--- src/rtl/a5_1_pkg.sv ---
// a5_1_pkg: A5/1 register geometry, key slicing and decryptor state encoding
package a5_1_pkg;
  localparam int X_LEN = 19;
  localparam int Y_LEN = 22;
  localparam int Z_LEN = 23;
  localparam logic [X_LEN-1:0] X_TAPS = 19'h72000;
  localparam logic [Y_LEN-1:0] Y_TAPS = 22'h300000;
  localparam logic [Z_LEN-1:0] Z_TAPS = 23'h700080;
  localparam int X_CLK = 8;
  localparam int Y_CLK = 10;
  localparam int Z_CLK = 10;
  localparam int X_MSB = 63;
  localparam int X_LSB = 45;
  localparam int Y_MSB = 44;
  localparam int Y_LSB = 23;
  localparam int Z_MSB = 22;
  localparam int Z_LSB = 0;
  typedef enum logic [1:0] {IDLE, WARM, GEN, HAVE} state_e;
  function automatic logic maj3(input logic a, input logic b, input logic c);
    return (a & b) | (a & c) | (b & c);
  endfunction
endpackage

--- src/rtl/a5_1_lfsr.sv ---
// a5_1_lfsr: one loadable A5/1 register shifting toward the MSB with XOR-tap feedback
module a5_1_lfsr #(
  parameter int LEN = 19,
  parameter logic [LEN-1:0] TAPS = '0,
  parameter int CLK_BIT = 0
) (
  input  logic           clk,
  input  logic           rst_n,
  input  logic           load,
  input  logic [LEN-1:0] load_value,
  input  logic           step,
  output logic           msb,
  output logic           clk_bit
);
  logic [LEN-1:0] r_q, r_d;
  always_comb r_d = load ? load_value : step ? {r_q[LEN-2:0], ^(r_q & TAPS)} : r_q;
  always_ff @(posedge clk) r_q <= !rst_n ? '0 : r_d;
  assign msb = r_q[LEN-1];
  assign clk_bit = r_q[CLK_BIT];
endmodule

--- src/rtl/a5_1_pixel_decryptor.sv ---
// a5_1_pixel_decryptor: A5/1 keystream generator XOR-decrypting a valid/ready pixel byte stream
module a5_1_pixel_decryptor
  import a5_1_pkg::*;
#(
  parameter int WARMUP_CYCLES = 100
) (
  input  logic        clk,
  input  logic        rst_n,
  input  logic        key_load,
  input  logic [63:0] key,
  input  logic        s_valid,
  output logic        s_ready,
  input  logic [7:0]  s_data,
  output logic        m_valid,
  input  logic        m_ready,
  output logic [7:0]  m_data,
  output logic        busy
);
  localparam int CW = $clog2(WARMUP_CYCLES + 2);
  state_e state_q, state_d;
  logic [CW-1:0] cnt_q, cnt_d;
  logic [2:0] bit_q, bit_d;
  logic [7:0] ks_q, ks_d, m_data_q, m_data_d;
  logic m_valid_q, m_valid_d;
  logic stepping, maj, ks_bit, hs;
  logic x_msb, y_msb, z_msb, x_clk, y_clk, z_clk;
  assign stepping = !key_load && (state_q == WARM || state_q == GEN);
  assign maj = maj3(x_clk, y_clk, z_clk);
  assign ks_bit = x_msb ^ y_msb ^ z_msb;
  a5_1_lfsr #(.LEN(X_LEN), .TAPS(X_TAPS), .CLK_BIT(X_CLK)) u_x (
    .clk(clk), .rst_n(rst_n), .load(key_load), .load_value(key[X_MSB:X_LSB]),
    .step(stepping && x_clk == maj), .msb(x_msb), .clk_bit(x_clk));
  a5_1_lfsr #(.LEN(Y_LEN), .TAPS(Y_TAPS), .CLK_BIT(Y_CLK)) u_y (
    .clk(clk), .rst_n(rst_n), .load(key_load), .load_value(key[Y_MSB:Y_LSB]),
    .step(stepping && y_clk == maj), .msb(y_msb), .clk_bit(y_clk));
  a5_1_lfsr #(.LEN(Z_LEN), .TAPS(Z_TAPS), .CLK_BIT(Z_CLK)) u_z (
    .clk(clk), .rst_n(rst_n), .load(key_load), .load_value(key[Z_MSB:Z_LSB]),
    .step(stepping && z_clk == maj), .msb(z_msb), .clk_bit(z_clk));
  assign s_ready = state_q == HAVE && (!m_valid_q || m_ready) && !key_load;
  assign hs = s_valid && s_ready;
  assign m_valid = m_valid_q;
  assign m_data = m_data_q;
  assign busy = state_q == WARM || state_q == GEN;
  // The next keystream byte keeps generating while a plaintext byte waits on m_ready.
  always_comb begin
    state_d = state_q;
    cnt_d = cnt_q;
    bit_d = bit_q;
    ks_d = ks_q;
    m_data_d = m_data_q;
    m_valid_d = m_valid_q && !m_ready;
    if (key_load) begin
      state_d = WARMUP_CYCLES == 0 ? GEN : WARM;
      cnt_d = '0;
      bit_d = '0;
      ks_d = '0;
      m_valid_d = 1'b0;
    end else if (state_q == WARM) begin
      cnt_d = cnt_q + 1'b1;
      state_d = cnt_d == CW'(WARMUP_CYCLES) ? GEN : WARM;
    end else if (state_q == GEN) begin
      ks_d = {ks_q[6:0], ks_bit};
      bit_d = bit_q + 1'b1;
      state_d = bit_q == 3'd7 ? HAVE : GEN;
    end else if (hs) begin
      m_data_d = s_data ^ ks_q;
      m_valid_d = 1'b1;
      state_d = GEN;
    end
  end
  always_ff @(posedge clk) begin
    if (!rst_n) begin
      state_q <= IDLE;
      cnt_q <= '0;
      bit_q <= '0;
      ks_q <= '0;
      m_data_q <= '0;
      m_valid_q <= 1'b0;
    end else begin
      state_q <= state_d;
      cnt_q <= cnt_d;
      bit_q <= bit_d;
      ks_q <= ks_d;
      m_data_q <= m_data_d;
      m_valid_q <= m_valid_d;
    end
  end
endmodule
--- config.mk ---
export PLATFORM = sky130hd
export DESIGN_NAME = a5_1_pixel_decryptor
export DESIGN_NICKNAME = d
export VERILOG_FILES = /design/src/rtl/a5_1_pkg.sv /design/src/rtl/a5_1_lfsr.sv /design/src/rtl/a5_1_pixel_decryptor.sv
export SDC_FILE = /design/constraint.sdc
export NUM_CORES = 1
export LEC_CHECK = 0
export CAP_MARGIN = 20
export CORE_MARGIN = 2
export CORE_UTILIZATION = 53
export CTS_CLUSTER_SIZE = 28
export DETAILED_ROUTE_END_ITERATION = 7
export HOLD_SLACK_MARGIN = 0.08
export PLACE_DENSITY = 0.79
export SKIP_LAST_GASP = 1
export SYNTH_ARGS = -nofsm -noshare
export SYNTH_HDL_FRONTEND = slang
export SYNTH_HIERARCHICAL = 1
export SYNTH_SLANG_ARGS = --single-unit
export TNS_END_PERCENT = 10
--- constraint.sdc ---
create_clock -name clk -period 3.9 [get_ports clk]
set_clock_uncertainty 0.05 [all_clocks]
set_input_delay 0.585 -clock clk [delete_from_list [all_inputs] [get_ports clk]]
set_output_delay 0.585 -clock clk [all_outputs]
set_load 0.03 [all_outputs]
==> results of run 1 <==
[cells by family (layout without fill, tap and decap cells)]
| kind of cell | after synthesis | in the layout | synth area share [%] |
|---|---|---|---|
| adder cells (fa/ha/maj) | 7 | 7 | 1.84 |
| multiplexers | 72 | 72 | 17.1 |
| AND/OR/NAND/NOR | 157 | 157 | 17.9 |
| flip-flops | 93 | 93 | 39.2 |
| buffers and inverters | 39 | 115 | 6.32 |
| XOR/XNOR | 28 | 28 | 5.16 |
| AO/OA/AOI/OAI | 83 | 83 | 12.4 |
[sequential cells by signal, indices dropped and copies added (netlist names)]
signal   cells
bit_q        3
cnt_q        7
ks_q         8
m_data       8
m_valid      1
state_q      2
u_x/r_q     19
u_y/r_q     22
u_z/r_q     23
[power breakdown]
part	switching, uW	internal (uW)
logic	161	220
registers	33.6	998
clock network	345	301
[worst paths after layout]
path / startpoint / end / slack (ns)
setup reg to reg: state_q[0]$_SDFFE_PN0P_ / u_y/r_q[21]$_SDFFE_PN0P_ / 1.62
hold / removal: m_data[2]$_SDFFE_PN0P_ / m_data[2]$_SDFFE_PN0P_ / 0.46
hold reg to reg: m_data[2]$_SDFFE_PN0P_ / m_data[2]$_SDFFE_PN0P_ / 0.46
setup / recovery: state_q[0]$_SDFFE_PN0P_ / busy / 1.24
[layout by cell type (no fill, tap or decap), types with 4 or more instances in the layout]
master	instances
ha_1	7
xor2_1	12
clkbuf_8	9
xnor2_1	16
mux2_4	18
nor2_1	19
nand2b_1	11
buf_4	7
mux2i_1	51
o211a_1	29
clkdlybuf4s50_1	85
or2b_1	12
o21ai_1	39
nand2_1	51
a31oi_1	4
inv_1	6
and2_1	41
dfxtp_1	93
[area by class of cell]
class / count / area, um2
Sequential cell: 93 / 1860
Inverter: 6 / 22.5
Timing Repair Buffer: 93 / 908
Tap cell: 108 / 135
Fill cell: 703 / 2990
Clock inverter: 6 / 70.1
Clock buffer: 10 / 128
Multi-Input combinational cell: 347 / 2610
[per-stage QoR]
stage / worst slack, ns / total power [uW] / area, um2 / util, % / hold slack, ns
after floorplan: 1.13 / 1320 / 4750 / - / 0.415
after global placement: 1.28 / 1430 / 5540 / 63.5 / 0.430
after detailed placement: 1.24 / 1430 / 5540 / 63.5 / 0.439
after CTS: 1.23 / 2080 / 5730 / 65.7 / 0.461
after global routing: 1.17 / 2160 / 5730 / 65.7 / 0.487
final: 1.24 / 2060 / 5730 / 65.7 / 0.457
[routing by layer]
metal  part of all wire, %  up-vias
met3                   4.6       16
met1                    47     1654
met2                    47       63
met5                     0        -
met4                   1.7        0
li1                      -     1788
==> impl_metrics.json, run 1 <==
{
  "holdPathStages": 1,
  "gp_congestion": 0.725,
  "grt_usage_pct": 19.2,
  "yosysMostFrequentCell": "dfxtp_1",
  "numCtsBuffers": 9,
  "clkTransAtPathRegs_ns": 0.09,
  "grt_max_degree": 92,
  "ioPinCount": 88,
  "rsz0062_at_grt": "false",
  "maxSlewHeadroom_pct": 39.9,
  "layout-drive-gt1-share_pct": 9.01,
  "synthFlopType": "dfxtp_1",
  "drv_slew": 0,
  "cts-root-buf": "clkbuf_8",
  "fmax_mhz": 375,
  "post_layout_nonfiller_instances": 663,
  "status": "finished clean",
  "cts-resized-gates": 0,
  "finalSetupTns_ns": 0,
  "synth.cell_area_um2": 4750,
  "worstPathCellList": "inv_1 -> ha_1 -> inv_1 -> clkdlybuf4s50_1",
  "antenna_found_initial": 0,
  "grt_overflow": 0,
  "syn2layout_area_growth_pct": 20.7,
  "ys_seq_area_share_pct": 39.2,
  "core_area_um2": 8720,
  "synth_seq_cells": 93,
  "worst-setup-path-type": "reg2out",
  "synth.net_count": 563,
  "tightestPinTransition_ns": 0.897,
  "synth_top_cell_by_area": "dfxtp_1",
  "endpoint_kind": "output port",
  "routed_via_density": 5.31,
  "synth_edf_count": 0,
  "worst-path-stages": 4,
  "slowest_delay_ns": 0.67,
  "n_antenna_cell": 0,
  "num_rows": 34,
  "drc_errors": 0,
  "synth_area_per_cell_um2": 9.92,
  "dieHeight_um": 98.7,
  "required_ns": 3.26,
  "vias": 3521,
  "grt_pass1_vias": 3575,
  "drt_iter0_drc": 89,
  "clockBufferDepth": 2,
  "netlist_instances": 479,
  "met2_usage_pct": 33.2,
  "yosysWarnings": 6,
  "first_pass_iters": 4,
  "powerDensity_nw_per_um2": 359,
  "maxCapViolCount": 0,
  "start_util_pct": 54.5,
  "wire_per_inst_um": 13.5,
  "yosysTopAreaCellShare_pct": 39.2,
  "clock_latency_ns": 0.36,
  "post-cts-setup-buffer-count": 0,
  "io_buffers": 87,
  "synthArstFlopShare_pct": 0,
  "numPlacedInstances": 647,
  "cp.arrival_ns": 2.03,
  "path_buf_inv": 3,
  "r2r_cells": 6,
  "startpoint_type": "flip-flop",
  "final_nets": 634,
  "setup_viol": 0,
  "cts_tree": "yes",
  "die-area_um2": 9740,
  "p_leak_uw": 0.00242,
  "htree_levels": 3,
  "cts_hold_buf": 0,
  "vdd.ir_drop.worst_v": 0.000232,
  "busiest_layer": "met2",
  "synth_common_cells": "dfxtp_1 (93), mux2i_1 (51), nand2_1 (51)",
  "die_x_um": 98.7,
  "wirelength_um": 8930,
  "slowest_stage": "clkdlybuf4s50_1",
  "antenna_left": 0,
  "grt_use_met1_pct": 23.4,
  "crit_fanout": 5,
  "yosys-top-cells-area": "dfxtp_1 (39%), mux2i_1 (11%), o211a_1 (6.1%)",
  "hp-class": "reg2reg",
  "numClockSinks": 93,
  "ys_types": 43,
  "grt_use_met3_pct": 4.89,
  "finalCritPeriodShare_pct": 68.3,
  "dp_hpwl_um": 6010,
  "grt_pass1_wl_um": 15400,
  "hold_viol": 0,
  "critPathTopFamily": "buffers and inverters",
  "path_common_cell": "inv_1",
  "layout_min_cycle_time_ns": 2.66
}
(Power assumes the default switching activity.)
==> run 2, diff against run 1 <==
Clock period 3.9 ns to 2.75 ns, I/O delays scaled along.
==> impl_metrics.json, run 2 (synthesized netlist as in run 1, its figures left out) <==
{
  "status": "finished clean",
  "drt_iter0_drc": 81,
  "clock_latency_ns": 0.36,
  "layout_min_cycle_time_ns": 2.44,
  "final_nets": 636,
  "p_leak_uw": 0.00245,
  "numCtsBuffers": 9,
  "io_buffers": 87,
  "endpoint_kind": "output port",
  "largest_registers": "u_z/r_q (23), u_y/r_q (22), u_x/r_q (19)",
  "die-area_um2": 9740,
  "worst-setup-path-type": "reg2out",
  "tightestPinTransition_ns": 0.728,
  "grt_overflow": 0,
  "dp_hpwl_um": 6060,
  "clockBufferDepth": 2,
  "grt_pass1_vias": 3437,
  "finalCritPeriodShare_pct": 88.8,
  "final_cell_mix": "dfxtp_1 (93), clkdlybuf4s50_1 (85), nand2_1 (51), mux2i_1 (51), and2_1 (41)",
  "antenna_left": 0,
  "cts-root-buf": "clkbuf_8",
  "die_x_um": 98.7,
  "dieHeight_um": 98.7,
  "setup_viol": 0,
  "grt_usage_pct": 18.6,
  "crit_fanout": 5,
  "maxCapViolCount": 0,
  "largest_register_ffs": 23,
  "cp.arrival_ns": 1.98,
  "fmax_mhz": 410,
  "vias": 3451,
  "clkTransAtPathRegs_ns": 0.09,
  "routed_via_density": 5.19,
  "cts_hold_buf": 0,
  "powerDensity_nw_per_um2": 511,
  "vdd.ir_drop.worst_v": 0.000364,
  "finalSetupTns_ns": 0,
  "nFillCells": 712,
  "drv_slew": 0,
  "final_common_cell": "dfxtp_1",
  "maxSlewHeadroom_pct": 51.5,
  "syn2layout_area_growth_pct": 21.8,
  "cts_tree": "yes",
  "required_ns": 2.29,
  "startpoint_type": "flip-flop",
  "first_pass_iters": 4,
  "grt_pass1_wl_um": 15100,
  "drc_errors": 0,
  "antenna_found_initial": 0,
  "numClockSinks": 93,
  "hp-class": "reg2reg",
  "hold_viol": 0,
  "n_antenna_cell": 0,
  "core_area_um2": 8720,
  "ioPinCount": 88,
  "cts-resized-gates": 0,
  "htree_levels": 3,
  "gp_congestion": 0.727,
  "wire_per_inst_um": 13.5,
  "num_rows": 34,
  "fin_util_pct": 66.3,
  "wirelength_um": 8950,
  "layout-drive-gt1-share_pct": 9.52,
  "post-cts-setup-buffer-count": 0,
  "start_util_pct": 54.5,
  "rsz0062_at_grt": "false",
  "grt_max_degree": 104,
  "max_flop_register": "u_z/r_q"
}
==> run 2: cell types whose count changed in the layout (fill, tap and decap cells not counted) <==
cell and delta:
clkinvlp_4 -1, buf_12 +2, inv_6 -2, clkinv_4 +1
clkbuf_1 -1, clkbuf_8 +2, clkinv_2 +1
==> run 2: layer usage <==
metal	share of wire, %	track usage (%)	up-vias
li1	-	-	1797
met1	46	23.2	1583
met2	49	32.5	60
met3	3.7	3.19	11
met4	1.4	6.64	0
met5	0	0	-
==> run 2: metrics by stage <==
stage	power [uW]	cell area (um2)	worst slack, ns	hold slack (ns)	cells
final	2950	5790	0.308	0.455	665
after global routing	3100	5790	0.224	0.477	665
after CTS	2990	5790	0.288	0.461	665
after detailed placement	2040	5580	0.446	0.437	649
after global placement	2020	5580	0.486	0.428	649
after floorplan	1880	4750	0.254	0.415	479
==> run 2: cell type report <==
class,instances,area [um2],share of cell area (%)
clock buffers,11,151,2.62
inverters,6,22.5,0.389
multi-input cells,347,2610,45.1
repair buffers,95,948,16.4
well taps,108,135,2.34
flip-flops and latches,93,1860,32.2
clock inverters,5,58.8,1.02
==> run 2: final timing paths <==
check             depth (start not counted)                    start  slack, ns                        to
setup / recovery                          4  state_q[0]$_SDFFE_PN0P_       0.31                      busy
hold / removal                            1   m_data[4]$_SDFFE_PN0P_       0.46    m_data[4]$_SDFFE_PN0P_
hold reg to reg                           1   m_data[4]$_SDFFE_PN0P_       0.46    m_data[4]$_SDFFE_PN0P_
setup reg to reg                          6  state_q[0]$_SDFFE_PN0P_       0.53  u_y/r_q[21]$_SDFFE_PN0P_
==> run 2: power breakdown <==
| group | switching [uW] | total [uW] | internal [uW] |
|---|---|---|---|
| Sequential | 48.1 | 1460 | 1420 |
| Combinational | 227 | 544 | 317 |
| Clock | 477 | 946 | 470 |
| Total | 752 | 2950 | 2200 |
==> run 2: worst max-delay path, cell delays in order (launching register included) <==
cell and delay, ns:
dfxtp_1 0.39, inv_1 0.06, ha_1 0.38, inv_1 0.12, clkdlybuf4s50_1 0.68
==> run 3, diff against run 2 <==
Settings changed: CORE_MARGIN 2 to 1, CORE_UTILIZATION 53 to 37, PLACE_DENSITY 0.79 to 0.58.
==> impl_metrics.json, run 3 (synthesized netlist as in run 1, its figures left out) <==
{
  "io_buffers": 87,
  "cts-root-buf": "clkbuf_16",
  "dieHeight_um": 115,
  "reg2reg_slack_ns": 0.50,
  "clockBufferDepth": 2,
  "setup_viol": 0,
  "cp.arrival_ns": 1.96,
  "grt_use_met1_pct": 19.2,
  "die-area_um2": 13300,
  "cts_hold_buf": 0,
  "nFillCells": 1233,
  "power_frac_seq_pct": 44.7,
  "antenna_found_initial": 0,
  "finalSetupTns_ns": 0,
  "drv_slew": 0,
  "hp-class": "in2reg",
  "largest_register_ffs": 23,
  "startpoint_type": "flip-flop",
  "n_antenna_cell": 0,
  "maxCapViolCount": 0,
  "internal-power_uw": 2460,
  "drc_errors": 0,
  "required_ns": 2.29,
  "post-cts-setup-buffer-count": 0,
  "worst-setup-path-type": "reg2out",
  "swShare_pct": 24.8,
  "whs_ns": 0.391,
  "layout-drive-gt1-share_pct": 9.68,
  "numCtsBuffers": 9,
  "first_pass_iters": 4,
  "r2r_cells": 6,
  "seqCellArea_um2": 1860,
  "busiest_layer": "met2",
  "ioPinCount": 88,
  "grt_usage_pct": 14.9,
  "htree_levels": 3,
  "clock_latency_ns": 0.34,
  "final_cell_mix": "dfxtp_1 (93), clkdlybuf4s50_1 (85), nand2_1 (51), mux2i_1 (51), and2_1 (41)",
  "vdd.ir_drop.worst_v": 0.000327,
  "multi_input_area_um2": 2610,
  "final_common_cell": "dfxtp_1",
  "timing.rr.end": "u_y/r_q[21]$_SDFFE_PN0P_",
  "vias": 3440,
  "maxSlewHeadroom_pct": 50.2,
  "start_util_pct": 37.8,
  "grt_pass1_wl_um": 15500,
  "routed_via_density": 4.71,
  "core_area_um2": 12600,
  "p_switching_uw": 813,
  "layout_min_cycle_time_ns": 2.42,
  "grt_pass1_vias": 3292,
  "finalCritPeriodShare_pct": 88.0,
  "p_leak_uw": 0.00249,
  "syn2layout_area_growth_pct": 25.3,
  "cts-resized-gates": 0,
  "p_clk_share_pct": 38.6,
  "numClockSinks": 93,
  "die_x_um": 115,
  "endpoint_kind": "output port",
  "grt_max_degree": 85,
  "grt_use_met3_pct": 4.32,
  "rsz0062_at_grt": "false",
  "antenna_left": 0,
  "pwr-share-comb_pct": 16.7,
  "fmax_mhz": 413,
  "num_rows": 41,
  "finalPower_uw": 3270,
  "drt_iter0_drc": 189,
  "min_to": "u_y/r_q[19]$_SDFFE_PN0P_",
  "met2_usage_pct": 23.8,
  "holdPathStages": 2,
  "final_nets": 637,
  "cts_tree": "yes",
  "clkTransAtPathRegs_ns": 0.07,
  "wirelength_um": 9480,
  "worstReg2RegStart": "state_q[0]$_SDFFE_PN0P_",
  "grt_overflow": 0,
  "tightestPinTransition_ns": 0.748,
  "hold_start": "key_load",
  "dp_hpwl_um": 6450,
  "status": "finished clean",
  "hold_viol": 0,
  "max_flop_register": "u_z/r_q",
  "gp_congestion": 0.688,
  "crit_fanout": 5,
  "largest_registers": "u_z/r_q (23), u_y/r_q (22), u_x/r_q (19)",
  "wire_per_inst_um": 13.0,
  "powerDensity_nw_per_um2": 550
}
-- run 3: cell count changes in the layout (fill, tap and decap cells not counted) --
cell        before  now
buf_12           2    1
buf_4            7    9
clkinv_4         1    0
clkinvlp_4       2    3
clkbuf_16        0    9
clkinv_2         1    2
clkbuf_8        11    1
-- run 3: area by class of cell --
class / count / share of cell area [%]
clock buffers: 10 / 4.02
clock inverters: 6 / 1.05
inverters: 6 / 0.378
multi-input cells: 347 / 43.8
flip-flops and latches: 93 / 31.3
well taps: 172 / 3.62
repair buffers: 96 / 15.9
-- run 3: how the worst max path moves through the flow --
stage	startpoint	endpoint	slack, ns	depth (start not counted)
after floorplan	state_q[0]$_SDFFE_PN0P_	u_y/r_q[1]$_SDFFE_PN0P_	0.25	6
after global placement	m_ready	s_ready	0.48	4
after detailed placement	m_ready	s_ready	0.47	4
after CTS	state_q[0]$_SDFFE_PN0P_	busy	0.30	4
after global routing	state_q[0]$_SDFFE_PN0P_	busy	0.22	4
final	state_q[0]$_SDFFE_PN0P_	busy	0.33	4
-- run 3: per-stage QoR --
step	utilization (%)	cell area (um2)	cells	worst slack, ns
after floorplan	-	4750	479	0.254
after global placement	45.0	5650	714	0.478
after detailed placement	45.0	5650	714	0.468
after CTS	47.4	5950	730	0.300
after global routing	47.4	5950	730	0.215
final	47.4	5950	730	0.330
-- run 3: power groups by stage --
stage | clock network, uW | logic, uW | registers, uW
finish | 1260 | 546 | 1460
global route | 1350 | 602 | 1470
CTS | 1290 | 556 | 1470
detailed placement | 0 | 552 | 1500
global placement | 0 | 543 | 1490
floorplan | 0 | 397 | 1480
-- run 3: critical path, stage by stage, from the launching register on --
cell and delay (ns):
dfxtp_1 0.38, inv_1 0.06, ha_1 0.39, inv_1 0.12, clkdlybuf4s50_1 0.67
-- run 3: per-layer routing --
| metal | routed length (um) | up-vias | part of all wire [%] |
|---|---|---|---|
| li1 | - | 1794 | - |
| met1 | 4630 | 1582 | 49 |
| met2 | 4290 | 54 | 45 |
| met3 | 428 | 10 | 4.5 |
| met4 | 132 | 0 | 1.4 |
| met5 | 0 | - | 0 |
